### src/rtl/scc_channel_mixer_pkg.sv
// Shared widths and FSM state encoding for the SCC channel mixer.
package scc_channel_mixer_pkg;
  localparam int SCC_CHANNELS = 5;
  localparam int SCC_SAMPLE_W = 8;
  localparam int SCC_MIX_W    = 11;

  typedef enum logic [1:0] {
    MIX_IDLE  = 2'd0,
    MIX_ACCUM = 2'd1,
    MIX_DONE  = 2'd2
  } mix_state_e;
endpackage

### src/rtl/scc_channel_mixer_accumulator.sv
// Frame accumulator: sign-extends the slot sample, gates it by its enable and
// clears, loads or adds under control of the mixer FSM.
module scc_mix_accumulator #(
  parameter int IN_WIDTH  = 8,
  parameter int OUT_WIDTH = 11
) (
  input  logic                        clk,
  input  logic                        nreset,
  input  logic                        clear_i,
  input  logic                        load_i,
  input  logic                        add_i,
  input  logic                        enable_i,
  input  logic signed [IN_WIDTH-1:0]  sample_i,
  output logic signed [OUT_WIDTH-1:0] sum_o
);
  logic signed [OUT_WIDTH-1:0] acc_q, acc_d;
  logic signed [OUT_WIDTH-1:0] gated;

  assign gated = enable_i ? {{(OUT_WIDTH-IN_WIDTH){sample_i[IN_WIDTH-1]}}, sample_i}
                          : '0;
  assign sum_o = acc_q + gated;

  // Load wins over clear so a slot-0 strobe in the DONE cycle starts a new frame.
  always_comb begin
    acc_d = acc_q;
    if (load_i)       acc_d = gated;
    else if (clear_i) acc_d = '0;
    else if (add_i)   acc_d = sum_o;
  end

  always_ff @(posedge clk or negedge nreset) begin
    if (!nreset) acc_q <= '0;
    else         acc_q <= acc_d;
  end
endmodule

### src/rtl/scc_channel_mixer.sv
// Sums the enabled SCC channel slots of each frame into one registered sample,
// checking that slots arrive in order 0..CHANNELS-1.
module scc_channel_mixer
  import scc_channel_mixer_pkg::*;
#(
  parameter int CHANNELS  = SCC_CHANNELS,
  parameter int IN_WIDTH  = SCC_SAMPLE_W,
  parameter int OUT_WIDTH = SCC_MIX_W
) (
  input  logic                        clk,
  input  logic                        nreset,
  input  logic signed [IN_WIDTH-1:0]  channel,
  input  logic                        ch_strobe,
  input  logic [2:0]                  ch_index,
  input  logic [CHANNELS-1:0]         reg_ch_enable,
  output logic signed [OUT_WIDTH-1:0] mix_out,
  output logic                        mix_valid,
  output logic                        frame_error,
  input  logic                        error_clear,
  output mix_state_e                  state_o
);
  // Handshake: ch_strobe is a one-cycle valid with no back-pressure; channel and
  // ch_index are only meaningful in that cycle. mix_valid is a one-cycle valid
  // qualifying mix_out, which then holds until the next completed frame.
  mix_state_e                  state_q, state_d;
  logic [2:0]                  exp_q, exp_d;
  logic signed [OUT_WIDTH-1:0] mix_q;
  logic                        err_q;
  logic                        acc_clear, acc_load, acc_add, err_set, out_load;
  logic                        en_bit;
  logic [7:0]                  en_ext;
  logic signed [OUT_WIDTH-1:0] sum;

  assign en_ext = 8'(reg_ch_enable);
  assign en_bit = en_ext[ch_index];

  scc_mix_accumulator #(
    .IN_WIDTH (IN_WIDTH),
    .OUT_WIDTH(OUT_WIDTH)
  ) u_acc (
    .clk     (clk),
    .nreset  (nreset),
    .clear_i (acc_clear),
    .load_i  (acc_load),
    .add_i   (acc_add),
    .enable_i(en_bit),
    .sample_i(channel),
    .sum_o   (sum)
  );

  always_comb begin
    state_d   = state_q;
    exp_d     = exp_q;
    acc_clear = 1'b0;
    acc_load  = 1'b0;
    acc_add   = 1'b0;
    err_set   = 1'b0;
    out_load  = 1'b0;
    case (state_q)
      MIX_IDLE: begin
        if (ch_strobe) begin
          if (ch_index == 3'd0) begin
            acc_load = 1'b1;
            exp_d    = 3'd1;
            state_d  = MIX_ACCUM;
          end else begin
            err_set = 1'b1;
          end
        end
      end
      MIX_ACCUM: begin
        if (ch_strobe) begin
          if (ch_index == exp_q) begin
            acc_add = 1'b1;
            if (ch_index == 3'(CHANNELS-1)) begin
              out_load = 1'b1;
              state_d  = MIX_DONE;
            end else begin
              exp_d = exp_q + 3'd1;
            end
          end else if (ch_index == 3'd0) begin
            // Early restart: drop the partial frame and begin again from slot 0.
            err_set  = 1'b1;
            acc_load = 1'b1;
            exp_d    = 3'd1;
          end else begin
            err_set   = 1'b1;
            acc_clear = 1'b1;
            exp_d     = 3'd0;
            state_d   = MIX_IDLE;
          end
        end
      end
      MIX_DONE: begin
        acc_clear = 1'b1;
        exp_d     = 3'd0;
        state_d   = MIX_IDLE;
        if (ch_strobe) begin
          if (ch_index == 3'd0) begin
            acc_load = 1'b1;
            exp_d    = 3'd1;
            state_d  = MIX_ACCUM;
          end else begin
            err_set = 1'b1;
          end
        end
      end
      default: begin
        acc_clear = 1'b1;
        exp_d     = 3'd0;
        state_d   = MIX_IDLE;
      end
    endcase
  end

  // mix_out captures the completed sum on the last-slot edge so it is visible
  // together with mix_valid during the DONE cycle.
  always_ff @(posedge clk or negedge nreset) begin
    if (!nreset) begin
      state_q <= MIX_IDLE;
      exp_q   <= 3'd0;
      mix_q   <= '0;
      err_q   <= 1'b0;
    end else begin
      state_q <= state_d;
      exp_q   <= exp_d;
      if (out_load)         mix_q <= sum;
      if (err_set)          err_q <= 1'b1;
      else if (error_clear) err_q <= 1'b0;
    end
  end

  assign mix_out     = mix_q;
  assign mix_valid   = (state_q == MIX_DONE);
  assign frame_error = err_q;
  assign state_o     = state_q;
endmodule

### config.mk
export PLATFORM = sky130hd
export DESIGN_NAME = scc_channel_mixer
export DESIGN_NICKNAME = d
export VERILOG_FILES = /design/src/rtl/scc_channel_mixer_pkg.sv /design/src/rtl/scc_channel_mixer_accumulator.sv /design/src/rtl/scc_channel_mixer.sv
export SDC_FILE = /design/constraint.sdc
export NUM_CORES = 1
export LEC_CHECK = 0
export ABC_AREA = 1
export BUFFER_PORTS_ARGS = -buffer_cell sky130_fd_sc_hd__buf_2
export CORE_MARGIN = 1.5
export CORE_UTILIZATION = 51
export DETAILED_ROUTE_END_ITERATION = 6
export PLACE_DENSITY = 0.76
export SLEW_MARGIN = 25
export SYNTH_ARGS = -nofsm -noshare
export SYNTH_HDL_FRONTEND = slang
export SYNTH_HIERARCHICAL = 1
export SYNTH_SLANG_ARGS = --single-unit
### constraint.sdc
create_clock -name clk -period 2 [get_ports clk]
set_input_delay 0.4 -clock clk [delete_from_list [all_inputs] [get_ports clk]]
set_output_delay 0.4 -clock clk [all_outputs]
set_load 0.03 [all_outputs]
# Word level (Yosys, flattened, before mapping)

Index checks and enable logic that the tools add are counted.

Muxes and demuxes: 45
$lt $le $gt $ge: 1
Add/sub/neg operators: 2
Reductions and logical operators: 7
Equality and inequality tests: 10

Operators by type and width:

| kind                                                       | number |
|---|---|
| two-way mux 11 bit                                         | 4 |
| two-way mux 1 bit                                          | 23 |
| two-way mux 3 bit                                          | 6 |
| two-way mux 2 bit                                          | 6 |
| adder 11 bit                                               | 1 |
| inequality test 3 bit, second input constant               | 3 |
| case mux 3 bit (3 select lines)                            | 1 |
| inequality test 2 bit, second input constant               | 3 |
| case mux 1 bit (2 select lines)                            | 3 |
| case mux 2 bit (3 select lines)                            | 1 |
| AND reduction 5 bit                                        | 1 |
| less-than comparator 3 x 4 -> 1 bit, second input constant | 1 |
| AND reduction 4 bit                                        | 1 |
| adder 3 x 1 -> 3 bit, second input constant                | 1 |
| binary-select mux 1 bit (select 3 bit)                     | 1 |
| == test 3 bit                                              | 1 |
| == test 3 bit, second input constant                       | 1 |
| logical NOT 3 bit                                          | 1 |
| nonzero test 3 bit                                         | 1 |
| == test 2 x 1 -> 1 bit, second input constant              | 1 |
| == test 2 bit, second input constant                       | 1 |
| logical NOT 2 bit                                          | 1 |
| nonzero test 2 bit                                         | 1 |
| OR reduction 2 bit                                         | 1 |

Input port bits: 20
Word-level logic and storage cells: 70
Output and inout port bits: 15
Register bits: 28

# Logic depth before layout (Yosys ltp)

Word-level depth: 7
Gate-level depth with buffers: 18
Gate-level depth less buffers: 17

# Cells and area by module

The synthesis kept the hierarchy.

By module, submodules not included:

| module              | area each (sq um) | sequential area each (sq um) | cells an instance | times used |
|---|---|---|---|---|
| scc_mix_accumulator | 1,159.9           | 275.3                        | 180               | 1 |
| scc_channel_mixer   | 998.5             | 425.4                        | 134               | 1 |

# Least setup slack after synthesis

Ideal clock, no wire load.

Kind: input-to-reg
Start: input ch_index[0]
End: register mix_q[8] (netlist: mix_out[8])
Buffers on the path: 1
Cell stages on the path: 16
Data required time: 1.882 ns
Data arrival time: 2.299 ns
Slack: -0.417 ns
Library setup time: 0.118 ns
Cells stage by stage: nor2_1 nand2_1 inv_2 a32o_1 buf_2 nand2_1 inv_1 ha_1 fa_1 nand2_1 nand3_2 nand3_1 nand3b_1 and2_1 nand3_1 nand2_1

Elaborated cells on any way between the ends: 10
Those cells by class: add/sub (1); eq/ne (2); mux (7)

RTL lines:

| element                                 | line                                | source |
|---|---|---|
| start: declaration                      | scc_channel_mixer.sv:14             | `input logic [2:0] ch_index,` |
| binary-select mux 1 bit (select 3 bit)  | scc_channel_mixer.sv:35             | `assign en_bit = en_ext[ch_index];` |
| two-way mux 1 bit (implied by the code) | scc_channel_mixer.sv:35             |  |
| net en_bit                              | scc_channel_mixer.sv:30             | `logic en_bit;` |
| two-way mux 11 bit                      | scc_channel_mixer_accumulator.sv:19 | `assign gated = enable_i ? {{(OUT_WIDTH-IN_WIDTH){sample_i[IN_WIDTH-1]}}, sample_i}` |
| adder 11 bit                            | scc_channel_mixer_accumulator.sv:21 | `assign sum_o = acc_q + gated;` |
| net sum[8]                              | scc_channel_mixer.sv:32             | `logic signed [OUT_WIDTH-1:0] sum;` |
| end signal: assignment                  | scc_channel_mixer.sv:127            | `if (out_load) mix_q <= sum;` |
| end: declaration                        | scc_channel_mixer.sv:27             | `logic signed [OUT_WIDTH-1:0] mix_q;` |

The timed path passes the listed nets, and every way through them passes these cells. The select of a mux whose other input is x is not followed.
A chain may end at the register's enable or synchronous reset.

# Worst setup path after layout

Start: input ch_index[1]
End: register mix_q[5] (netlist: mix_out[5])

Same word-level chain as after synthesis.

==> impl_metrics.yaml <==
run_status:
  status: "finished, violations left"
  violations: "setup timing"
worst_setup_path:
  crit_start: "ch_index[1]"
  crit_path_end_kind: "register"
  max_stage_delay_ns: 0.24
  worst_r2r_endpoint: "u_acc/acc_q[10]"
  crit_arrival_ns: 2.45
  critPathBufInv: 5
  cp_slowest_cell: "a32o_2"
  r2r_start: "exp_q[0]"
  critPathTopFamily: "simple AND/OR/NAND/NOR gates"
  startpoint_type: "primary input"
  required_ns: 2.20
  cp_cell_sequence: "buf_8, nor2_4, nand2_2, inv_2, a32o_2, buf_6, nand2_2, inv_2, ha_4, nand3_2, nand3_4, nand2_4, nand2_2, nor2_2, nor2_2, buf_4, nand3_2, nand2_1"
  crit_top_cell: "nand2_2"
  worstRegToRegCells: 12
  cp_num_cells: 18
  critical_path_class: "in2reg"
  cp_max_fo: 6
  reg2reg_slack_ns: -0.12
floorplan:
  start_util_pct: 53.6
  dieWidth_microns: 68.1
  dieHeight_microns: 68.1
  coreArea_sq_um: 4030
  fp-row-count: 23
  die_area_sq_um: 4630
  io_pins: 35
timing:
  slew_viol_final: 0
  worst_slew_pin_slew_ns: 0.638
  skew_ns: 0.00629
  finalCritPeriodShare_pct: 113
  rsz0062_at_grt: "yes"
  min_period_ns: 2.25
  timing.fmax_mhz: 444
  final_hold_viol_count: 0
  slew_headroom_pct: 57.5
  final.setup.worst_slack_ns: -0.254
  tns_ns: -3.24
  setup_viol: 20
clock_network:
  clk_latency_ns: 0.29
  postCtsHoldBufs: 0
  cts_made_buffers: 3
  htreeDepth: 1
  clockBufferDepth: 2
  cts_tree: "yes"
  path_clk_slew_ns: 0.11
  cts_root_buf: "clkbuf_8"
  cts_sinks: 28
grt:
  overflow: 0
  grt_max_degree: 29
  track_usage_pct: 30.7
  antenna_found_initial: 0
  grt_pass1_vias: 2266
  grt_pass1_wl_microns: 10500
logic_synthesis:
  ys_ff_latch: 28
  synth_cells: 314
  synth-seq-area-share_pct: 32.5
  yosysTopAreaCellShare_pct: 32.5
  avgSynthCellArea_sq_um: 6.87
  yosys_warnings: 6
  synth_area_sq_um: 2160
  yosys.area.top_type: "dfrtp_1"
  synthDistinctLibCells: 35
  synth_area_leaders: "dfrtp_1 32%, nand2_1 19%, nand3_1 6.5%"
  synth.net_count: 346
pwr:
  p_per_area_nw_per_um2: 1260
  p_leak_nw: 1.78
  ir_worst_vdd_mv: 0.658
  p_total_mw: 4.25
finish:
  nets: 432
  drive_gt1_share_pct: 51.9
  n_antenna_cell: 0
  fillers: 215
  area_growth_pct: 56.5
route:
  vias_per_cell: 5.94
  num_vias: 2668
  wirelength_microns: 8440
  drc_errors: 0
  drtPass1Iterations: 5
  drtIter0Drc: 315
  ant_nets: 0
  wire_per_inst_microns: 18.8
placement:
  numPortBuffers: 34
  hpwl_microns: 4340
  gp_congestion: 0.876
flow_run:
  cap_violations: 0
hold_path:
  min_path_type: "in2async"
[flip-flops by register name, indices dropped and copies added, names as in the netlist]
name and cells:
state_o 2, exp_q 3, mix_out 11, frame_error 1
u_acc/acc_q 11
[synth_stat cells, drive strengths merged]
cell type and instances:
dfrtp 28, inv 40, xor2 4, nand3b 2
nand4 6, a31oi 5, o21ai 9, or2 1
nor2 31, a21boi 2, buf 7, o211ai 1
xnor2 2, a32o 1, nand2 113, nor3 2
ha 11, nand3 32, a21oi 12, fa 1
and2 4
[worst max path at each step]
stage / end / slack [ns]
global route: mix_out[5] / -0.29
finish: mix_out[5] / -0.25
floorplan: mix_out[6] / -0.24
CTS: u_acc/acc_q[7] / -0.07
detailed placement: u_acc/acc_q[6] / -0.64
global placement: u_acc/acc_q[6] / -0.51
[layout make-up]
class	instances	area, sq um	share of cell area [%]
Sequential cell	28	702	20.8
Multi-Input combinational cell	239	1760	52.1
Tap cell	50	62.6	1.85
Timing Repair Buffer	88	624	18.5
Clock buffer	4	55.1	1.63
Inverter	40	174	5.15
[through the flow]
stage	std cells	hold slack [ns]	setup WS [ns]	area, sq um	util [%]
4_1_cts	440	0.148	-0.0743	3100	76.9
6_report	449	0.118	-0.254	3380	83.8
5_1_grt	449	0.159	-0.287	3380	83.8
2_1_floorplan	314	0.104	-0.238	2320	-
3_3_place_gp	421	0.449	-0.514	2720	67.6
3_5_place_dp	421	0.454	-0.641	2720	67.6
[kinds of logic after synthesis]
logic type                 share of synthesized area (%)
AOI/OAI and AO/OA                                   8.17
xor gates and xnor gates                            3.13
adders and majority gates                           7.30
buffers and inverters                               9.16
DFF                                                 32.5
and+or+nand+nor                                     39.8
[report_power, final]
part / internal (mW) / switching [mW]
Clock: 0.177 / 0.199
Sequential: 0.737 / 0.194
Combinational: 1.27 / 1.68
[layout by cell type (no fill, tap or decap), types with 2 or more instances in the layout]
cell type / instances
buf_6: 3
nand3_2: 11
a21oi_2: 6
a21oi_4: 2
buf_2: 32
buf_4: 50
o21ai_0: 6
clkbuf_8: 4
nor2_2: 6
a21boi_2: 2
nor2_1: 18
nor3_4: 2
nand3_1: 18
inv_1: 22
a21oi_1: 4
dfrtp_1: 27
nand2_2: 24
ha_4: 10
buf_12: 2
inv_2: 12
nand2_1: 77
xnor2_2: 2
nor2_4: 7
nand4_1: 6
nand3b_1: 2
and2_1: 2
o21ai_1: 2
inv_4: 3
xor2_4: 2
nand3_4: 3
a31oi_1: 5
and2_4: 2
nand2_4: 12
[per-layer routing]
metal / global-route usage, % / vias up / part of all wire [%]
met2: 50.6 / 217 / 47
met5: 0 / - / 0
met3: 3.78 / 67 / 9.8
li1: - / 1174 / -
met4: 11.3 / 0 / 6.1
met1: 41.2 / 1210 / 37
[timing repair]
item / in CTS / in global routing
resized for setup: 58 / 55
pin swaps: 34 / 40
setup buffers: 15 / 11
endpoints found under the setup margin: 20 / 21
(Power assumes the default switching activity.)
